## src/rtl/bus_scan_pkg.sv

```systemverilog
`default_nettype none
// ============================================================================
//  Module      : bus_scan_pkg
//  Description : Shared constants and state encoding for the round-robin
//                bus scanner, the multiplexer wrapper and their benches.
//  Revision    : 1.0 - initial release
// ============================================================================
package bus_scan_pkg;

    localparam int          N_BUS    = 16;
    localparam int          SEL_W    = 5;
    localparam logic [4:0]  SEL_PARK = 5'd16;

    typedef enum logic [1:0] {
        IDLE    = 2'd0,
        SETTLE  = 2'd1,
        CAPTURE = 2'd2,
        HOLD    = 2'd3
    } scan_state_t;

endpackage
`default_nettype wire

```

## src/rtl/rr_pick16.sv

```systemverilog
`default_nettype none
// ============================================================================
//  Module      : rr_pick16
//  Description : Combinational rotating priority encoder. Returns the first
//                set request bit at or after base, wrapping 15 -> 0.
//  Revision    : 1.0 - initial release
// ============================================================================
module rr_pick16 (
    input  logic [15:0] req,
    input  logic [3:0]  base,
    output logic        found,
    output logic [3:0]  idx
);

    logic [15:0] w_rot;
    logic [3:0]  w_off;

    // Rotate so that bit 'base' lands at position 0; the doubled vector
    // makes the wrap-around free.
    assign w_rot = 16'({req, req} >> base);

    // Lowest set bit of the rotated vector is the distance from base.
    always_comb begin
        w_off = 4'd0;
        for (int i = 15; i >= 0; i--) begin
            if (w_rot[i]) begin
                w_off = 4'(i);
            end
        end
    end

    assign found = |req;
    assign idx   = base + w_off;

endmodule
`default_nettype wire

```

## src/rtl/bus_rr_scanner16.sv

```systemverilog
`default_nettype none
// ============================================================================
//  Module      : bus_rr_scanner16
//  Description : Round-robin scanner driving the select of a registered
//                16-way bus multiplexer. Picks a requesting bus, waits the
//                multiplexer latency, captures the word, acknowledges the
//                bus and offers the word downstream with valid/ready.
//  Revision    : 1.0 - initial release
// ============================================================================
module bus_rr_scanner16
    import bus_scan_pkg::*;
#(
    parameter int DATA_W  = 16,
    parameter int MUX_LAT = 1
) (
    input  logic              clk,
    input  logic              rst,
    input  logic [N_BUS-1:0]  req,
    input  logic [DATA_W-1:0] mux_data,
    output logic [SEL_W-1:0]  sel,
    output logic [N_BUS-1:0]  ack,
    output logic [DATA_W-1:0] data_out,
    output logic              data_valid,
    input  logic              out_ready,
    output logic              busy
);

    localparam logic [2:0]       c_MUX_LAT = 3'(MUX_LAT);
    localparam logic [N_BUS-1:0] c_ONE     = {{(N_BUS-1){1'b0}}, 1'b1};

    scan_state_t       r_state;
    scan_state_t       w_state_nxt;
    logic [SEL_W-1:0]  r_sel;
    logic [3:0]        r_gnt;
    logic [3:0]        r_ptr;
    logic [2:0]        r_cnt;
    logic [N_BUS-1:0]  r_ack;
    logic [DATA_W-1:0] r_data;
    logic              r_valid;

    logic              w_found;
    logic [3:0]        w_idx;
    logic              w_load;
    logic              w_cap;
    logic              w_done;

    rr_pick16 u_pick (
        .req   (req),
        .base  (r_ptr),
        .found (w_found),
        .idx   (w_idx)
    );

    // State register.
    always_ff @(posedge clk or posedge rst) begin
        if (rst) begin
            r_state <= IDLE;
        end else begin
            r_state <= w_state_nxt;
        end
    end

    // Next-state decode and one-cycle action strobes.
    always_comb begin
        w_state_nxt = r_state;
        w_load      = 1'b0;
        w_cap       = 1'b0;
        w_done      = 1'b0;
        case (r_state)
            IDLE: begin
                if (w_found) begin
                    w_state_nxt = SETTLE;
                    w_load      = 1'b1;
                end
            end
            SETTLE: begin
                if (r_cnt <= 3'd1) begin
                    w_state_nxt = CAPTURE;
                end
            end
            CAPTURE: begin
                w_state_nxt = HOLD;
                w_cap       = 1'b1;
            end
            HOLD: begin
                if (r_valid && out_ready) begin
                    w_state_nxt = IDLE;
                    w_done      = 1'b1;
                end
            end
            default: begin
                w_state_nxt = IDLE;
            end
        endcase
    end

    // Grant, select, settle counter and pointer. The pointer only moves on
    // a completed handshake so a stalled word never loses its turn.
    always_ff @(posedge clk or posedge rst) begin
        if (rst) begin
            r_gnt <= 4'd0;
            r_sel <= SEL_PARK;
            r_cnt <= 3'd0;
            r_ptr <= 4'd0;
        end else begin
            if (w_load) begin
                r_gnt <= w_idx;
                r_sel <= {1'b0, w_idx};
                r_cnt <= c_MUX_LAT;
            end else if (r_state == SETTLE) begin
                r_cnt <= r_cnt - 3'd1;
            end
            if (w_done) begin
                r_sel <= SEL_PARK;
                r_ptr <= r_gnt + 4'd1;
            end
        end
    end

    // Output word, valid flag and the single-cycle acknowledge.
    always_ff @(posedge clk or posedge rst) begin
        if (rst) begin
            r_data  <= '0;
            r_valid <= 1'b0;
            r_ack   <= '0;
        end else begin
            r_ack <= '0;
            if (w_cap) begin
                r_data  <= mux_data;
                r_valid <= 1'b1;
                r_ack   <= c_ONE << r_gnt;
            end else if (w_done) begin
                r_valid <= 1'b0;
            end
        end
    end

    assign sel        = r_sel;
    assign ack        = r_ack;
    assign data_out   = r_data;
    assign data_valid = r_valid;
    assign busy       = (r_state != IDLE);

endmodule
`default_nettype wire
```

## config.mk

```make
export PLATFORM = sky130hd
export DESIGN_NAME = bus_rr_scanner16
export DESIGN_NICKNAME = d
export VERILOG_FILES = /design/src/rtl/bus_scan_pkg.sv /design/src/rtl/rr_pick16.sv /design/src/rtl/bus_rr_scanner16.sv
export SDC_FILE = /design/constraint.sdc
export NUM_CORES = 1
export LEC_CHECK = 0
export ABC_CLOCK_PERIOD_IN_PS = 4300
export BUFFER_PORTS_ARGS = -buffer_cell sky130_fd_sc_hd__buf_2
export CAP_MARGIN = 5
export CELL_PAD_IN_SITES_DETAIL_PLACEMENT = 1
export CELL_PAD_IN_SITES_GLOBAL_PLACEMENT = 2
export CORE_MARGIN = 4
export CORE_UTILIZATION = 35
export CTS_CLUSTER_DIAMETER = 80
export DETAILED_ROUTE_END_ITERATION = 8
export PLACE_DENSITY_LB_ADDON = 0.1
export SYNTH_ARGS = -nofsm -noshare
export SYNTH_HDL_FRONTEND = slang
export SYNTH_SLANG_ARGS = --single-unit
```

## constraint.sdc

```tcl
create_clock -name clk -period 4.3 [get_ports clk]
set_clock_uncertainty 0.05 [all_clocks]
set_input_delay 0.86 -clock clk [delete_from_list [all_inputs] [get_ports clk]]
set_output_delay 0.86 -clock clk [all_outputs]
set_load 0.01 [all_outputs]
```

# After elaboration in Yosys (flattened, before gate mapping)

Index checks and enable logic that the tools add are counted.

Flip-flop bits (word level): 51
Output and inout port bits: 39

Add/sub/neg operators: 3
Magnitude comparators: 1
Eq/ne operators: 6
Shifts and indexed selects: 2
Muxes and demuxes: 32
Reductions and logical operators: 8

Operators by type and width:

| operator               | number |
|---|---|
| $mux W4                | 16 |
| $shr A32 B4 Y16        | 1 |
| $mux W16               | 1 |
| $reduce_or A16 Y1      | 1 |
| $shl A1 B4 Y16 const A | 1 |
| $mux W5                | 2 |
| $pmux W2 S4            | 1 |
| $reduce_bool A2 Y1     | 4 |
| $mux W1                | 7 |
| $mux W2                | 3 |
| $mux W3                | 2 |
| $add A4 B1 Y4 const B  | 1 |
| $add A4 B4 Y4          | 1 |
| $eq A2 B2 Y1 const B   | 2 |
| $ne A2 B2 Y1 const B   | 2 |
| $le A3 B1 Y1 const B   | 1 |
| $reduce_and A3 Y1      | 1 |
| $sub A3 B1 Y3 const B  | 1 |
| $eq A2 B1 Y1 const B   | 1 |
| $logic_not A2 Y1       | 1 |
| $ne A2 B1 Y1 const B   | 1 |
| $logic_and A1 B1 Y1    | 1 |

# Longest topological paths before layout

Depth in word-level cells: 20
Gate-level depth with buffers: 17
Depth with buffers taken out: 15

# By module

Synthesis repeated with hierarchy kept, for this count alone.

Cells, all modules: 256
Area total of the unflattened synthesis: 3,233.1 um^2

Modules (own cells, without submodules):

| module           | instances | cells an instance | area an instance (um^2) | seq. area each (um^2) |
|---|---|---|---|---|
| bus_rr_scanner16 | 1         | 157               | 2,048.2                 | 1,277.5 |
| rr_pick16        | 1         | 99                | 1,184.9                 | 0.0 |

# Worst setup path before layout

OpenSTA, ideal clock, no wires.

Path type: input-to-reg
Start: input req[11]
End: register r_sel[3], in the netlist sel[3]
Arrival time: 3,539 ps
Required time: 4,130 ps
Slack: 591 ps
Cell stages on the path: 14
Path buffers: 0
Cells stage by stage: mux4_2 -> or4_4 -> nand2_1 -> nand3_1 -> a211oi_1 -> o31a_1 -> ha_1 -> a21o_1 -> a21oi_1 -> xnor2_1 -> nand2_1 -> a31oi_1 -> mux2i_1 -> o211a_1

Longest elaborated chain between the ends: 20
Elaborated cells on any way between the ends: 24

RTL lines:

| element                | line                    | text |
|---|---|---|
| start: declaration     | bus_rr_scanner16.sv:18  | `input logic [N_BUS-1:0] req,` |
| $shr A32 B4 Y16        | rr_pick16.sv:20         | `assign w_rot = 16'({req, req} >> base);` |
| $mux W4 (16 in a row)  | rr_pick16.sv:26         | `if (w_rot[i]) begin` |
| $add A4 B4 Y4          | rr_pick16.sv:33         | `assign idx = base + w_off;` |
| $mux W5                | bus_rr_scanner16.sv:106 | `if (w_load) begin` |
| $mux W5                | bus_rr_scanner16.sv:113 | `if (w_done) begin` |
| end signal: assignment | bus_rr_scanner16.sv:108 | `r_sel <= {1'b0, w_idx};` |
| end: declaration       | bus_rr_scanner16.sv:33  | `logic [SEL_W-1:0] r_sel;` |

Parallel ways exist; a longest one is shown, timed or not. The select of a mux whose other input is x is not followed.
A chain may end at the register's enable or synchronous reset.

# Worst setup path in the final report

Start: register r_ptr[3]
End: register r_gnt[3]

Longest elaborated chain between the ends: 18

RTL lines:

| element                  | line                    | text |
|---|---|---|
| start: declaration       | bus_rr_scanner16.sv:35  | `logic [3:0] r_ptr;` |
| start signal: assignment | bus_rr_scanner16.sv:115 | `r_ptr <= r_gnt + 4'd1;` |
| $shr A32 B4 Y16          | rr_pick16.sv:20         |  |
| $mux W4 (16 in a row)    | rr_pick16.sv:26         |  |
| $add A4 B4 Y4 *          | rr_pick16.sv:33         |  |
| end signal: assignment   | bus_rr_scanner16.sv:107 | `r_gnt <= w_idx;` |
| end: declaration         | bus_rr_scanner16.sv:34  | `logic [3:0] r_gnt;` |

Mark *: on every way between the ends. The rest lies on a longest branch, timed or not.

==> impl_metrics.env <==
export IMPL_run_status="finished, final reports clean"
export IMPL_insertedDiodeCount=0
export IMPL_synth_ff_latch_count=51
export IMPL_synthCells=317
export IMPL_maxClockFrequency_mhz=257
export IMPL_synth_nets=368
export IMPL_viasPerCell=5.23
export IMPL_overflow=0
export IMPL_stage_delay_of_the_slowest_cell_on_the_critical_path_ns=0.74
export IMPL_power_combinational_fraction_pct=11.0
export IMPL_setup_worst_path_end_class="register"
export IMPL_synth_cell_types=51
export IMPL_synthDominantCellAreaShare_pct=37.0
export IMPL_dr_first_iter_drc_count=80
export IMPL_post_dr_wirelength_cell_um=17.4
export IMPL_cp_buffers_inverters=1
export IMPL_clkTransAtPathRegs_ns=0.09
export IMPL_power_sequential_fraction_pct=52.3
export IMPL_synth_avg_cell_area_um2=10.7
export IMPL_finalWorstPathRequiredPeriod_ns=3.90
export IMPL_ctsHtreeMaxLevel=2
export IMPL_area_of_the_mapped_netlist_um2=3380
export IMPL_muxShareOfSynthArea_pct=23.2
export IMPL_power_density_cell_area_nw_per_um2=228
export IMPL_async_flop_share_pct=100
export IMPL_yosys_area_top_type="sky130_fd_sc_hd__dfrtp_1"
export IMPL_power_static_leakage_nw=2.09
export IMPL_total_wire_length_after_detailed_routing_um=9080
export IMPL_cts_root_buffer_type="sky130_fd_sc_hd__clkbuf_8"
export IMPL_most_frequent_standard_cell_in_the_layout_excluding_fill_and_tap_cells="sky130_fd_sc_hd__buf_2"
export IMPL_synth_simple_gate_area_share_pct=15.3
export IMPL_grt_setup_unrepaired="no"
export IMPL_maxCapViolations=0
export IMPL_power_report_internal_total_mw=0.697
export IMPL_die_ar_um2=11300
export IMPL_die_y_um=106
export IMPL_sequential_cell_area_um2=1280
export IMPL_synth_top_family_by_area="multiplexers"
export IMPL_remaining_drc_errors=0
export IMPL_cp_max_fo=13
export IMPL_cts_repair_resized=0
export IMPL_critPathSlowestCell="sky130_fd_sc_hd__dfrtp_1"
export IMPL_final_core_utilization_pct=43.1
export IMPL_slew_hr_pct=28.6
export IMPL_synth_xor_area_share_pct=1.29
export IMPL_worst_setup_path_type="reg -> reg"
export IMPL_fill_cells=1083
export IMPL_tritoncts="yes"
export IMPL_start_kind="register"
export IMPL_post_cts_setup_buffer_count=0
export IMPL_grt_pass1_wl_um=15400
export IMPL_critPathArrivalTime_ns=4.04
export IMPL_synth_adder_area_share_pct=6.14
export IMPL_worstPathRequired_ns=4.44
export IMPL_setup_tns_ns=0
export IMPL_worst_hold_margin_ns=0.428
export IMPL_min_period_over_period_pct=90.7
export IMPL_most_frequently_used_flop_master_after_synthesis="sky130_fd_sc_hd__dfrtp_1"
export IMPL_cts_sink_count=51
export IMPL_setup_viol_count_final=0
export IMPL_initial_utilization_pct=36.3
export IMPL_timing_critical_path_cells="buf_4 -> nand2b_1 -> o22ai_1 -> or4_4 -> nand2_1 -> nand3_1 -> a211oi_1 -> o31a_1 -> ha_1 -> a21o_1 -> a21oi_1 -> xnor2_1 -> nand2_1 -> a31oi_1 -> mux2i_1 -> o21a_1"
export IMPL_number_of_flops_mapped_to_enable_cells_by_yosys=0
export IMPL_cts_inserted_buffers=5
export IMPL_critical_path_most_common_cell="sky130_fd_sc_hd__nand2_1"
export IMPL_numPortBuffers=73
export IMPL_switching_part_of_the_total_pct=24.0
export IMPL_dieWidth_um=106
export IMPL_p_total_mw=0.917
export IMPL_clk_insertion_delay_late_ns=0.29
export IMPL_synth_compound_gate_area_share_pct=12.3
export IMPL_clock_power_share_pct=36.7
export IMPL_multi_input_comb_area_um2=1970
export IMPL_core_region_area_um2=9330
export IMPL_pin_count_of_the_biggest_net_entering_global_routing=52
export IMPL_worst_hold_path_class="reg -> reg"
export IMPL_num_rows=35
export IMPL_drt_first_pass_iters=4
export IMPL_grt_pass1_vias=2958
export IMPL_max_clock_path_buffers=2
export IMPL_final_max_slew_viol_count=0
export IMPL_final_layout_size_suffix_gt1_share_pct=35.5
export IMPL_fin_area_um2=4020
export IMPL_antenna_found_initial=0
export IMPL_finalHoldViolCount=0
export IMPL_p_sw_mw=0.220
export IMPL_final_cell_mix="73 x sky130_fd_sc_hd__buf_2, 50 x sky130_fd_sc_hd__dfrtp_1, 33 x sky130_fd_sc_hd__nand2_1"
export IMPL_post_dp_cell_area_um2=3910
export IMPL_drt_antenna_violating_nets=0
export IMPL_groute_usage_overall_pct=16.9
export IMPL_maximum_vdd_ir_drop_uv=160
export IMPL_routability_congestion_estimate_from_global_placement=0.835
export IMPL_ios=74
export IMPL_dpl_hpwl_um=7110
export IMPL_worstMarginPinSlew_ns=1.07
export IMPL_synth_seq_area_share_pct=37.8
export IMPL_syn2layout_area_growth_pct=18.8
export IMPL_dr_total_vias=2726
export IMPL_ys_warnings_count=0
export IMPL_netlist_top_cells_area="sky130_fd_sc_hd__dfrtp_1 37%, sky130_fd_sc_hd__mux2_2 8.7%, sky130_fd_sc_hd__mux4_2 8.0%, sky130_fd_sc_hd__ha_1 5.5%, sky130_fd_sc_hd__mux2i_1 5.0%"
export IMPL_ctsHoldBuffers=0
export IMPL_nNetsFinal=442
export IMPL_crit_path_max_delay_family="compound AO/OA/AOI/OAI gates"
==> area by class of cell <==
type	instances	area share (%)
Multi-Input combinational cell	237	49.0
Sequential cell	51	31.8
Timing Repair Buffer	82	11.1
Tap cell	129	4.01
Clock buffer	5	1.71
Inverter	14	1.31
Clock inverter	3	1.09
==> layer usage <==
metal	part of all wire (%)	vias up	global-route usage, %
li1	-	1312	-
met3	3.2	2	2.61
met1	48	1364	24.0
met2	48	48	28.3
met5	0	-	0
met4	0.088	0	1.39
==> kinds of logic after synthesis <==
logic type / Yosys count
buffers and inverters: 29
AOI/OAI and AO/OA: 58
DFF: 51
and+or+nand+nor: 101
xor gates and xnor gates: 5
muxes: 57
adders and majority gates: 16
==> final timing paths <==
| check | start | to | slack (ns) | cells past startpoint |
|---|---|---|---|---|
| setup / recovery | r_ptr[3] | r_gnt[3] | 0.40 | 16 |
| max in group asynchronous | rst | data_out[15] | 2.77 | 2 |
| hold reg to reg | sel[4] | sel[4] | 0.43 | 2 |
| hold / removal | sel[4] | sel[4] | 0.43 | 2 |
| setup reg to reg | r_ptr[3] | r_gnt[3] | 0.40 | 16 |
| min in group asynchronous | rst | ack[12] | 0.76 | 2 |
==> synth_stat cells (4+ instances only) <==
library cell / instances
sky130_fd_sc_hd__dfrtp_1: 50
sky130_fd_sc_hd__and3_1: 16
sky130_fd_sc_hd__nor2b_1: 4
sky130_fd_sc_hd__mux2i_1: 17
sky130_fd_sc_hd__ha_1: 15
sky130_fd_sc_hd__and2_1: 9
sky130_fd_sc_hd__a21oi_1: 12
sky130_fd_sc_hd__mux2_2: 26
sky130_fd_sc_hd__o21ai_0: 17
sky130_fd_sc_hd__nor2_1: 12
sky130_fd_sc_hd__clkbuf_1: 8
sky130_fd_sc_hd__nor4_1: 4
sky130_fd_sc_hd__nand2_1: 33
sky130_fd_sc_hd__inv_1: 14
sky130_fd_sc_hd__nand2b_1: 4
sky130_fd_sc_hd__nand3_1: 10
sky130_fd_sc_hd__mux4_2: 12
==> worst min-delay path, cell delays in order, from the launching register on <==
cell,delay [ns]
sky130_fd_sc_hd__dfstp_2,0.38
sky130_fd_sc_hd__nand2_1,0.05
sky130_fd_sc_hd__nand2_1,0.05
==> stage by stage <==
stage               setup WS, ns  cells
floorplan                  0.591    317
global placement           0.270    513
detailed placement         0.136    513
CTS                        0.394    521
global route              0.0488    521
finish                     0.402    521
==> power by group through the flow <==
stage	sequential, mW	combinational [mW]	clock (mW)
after floorplan	0.489	0.0569	0
after CTS	0.479	0.102	0.347
after global placement	0.489	0.101	0
final	0.479	0.101	0.336
after detailed placement	0.489	0.102	0
after global routing	0.479	0.113	0.372
==> state kept, by name, indices dropped and copies added, names as in the netlist <==
name	flops
r_state	2
data_out	16
data_valid	1
r_gnt	4
ack	16
r_cnt	3
r_ptr	4
sel	5
Power figures use the tool's default switching activity.
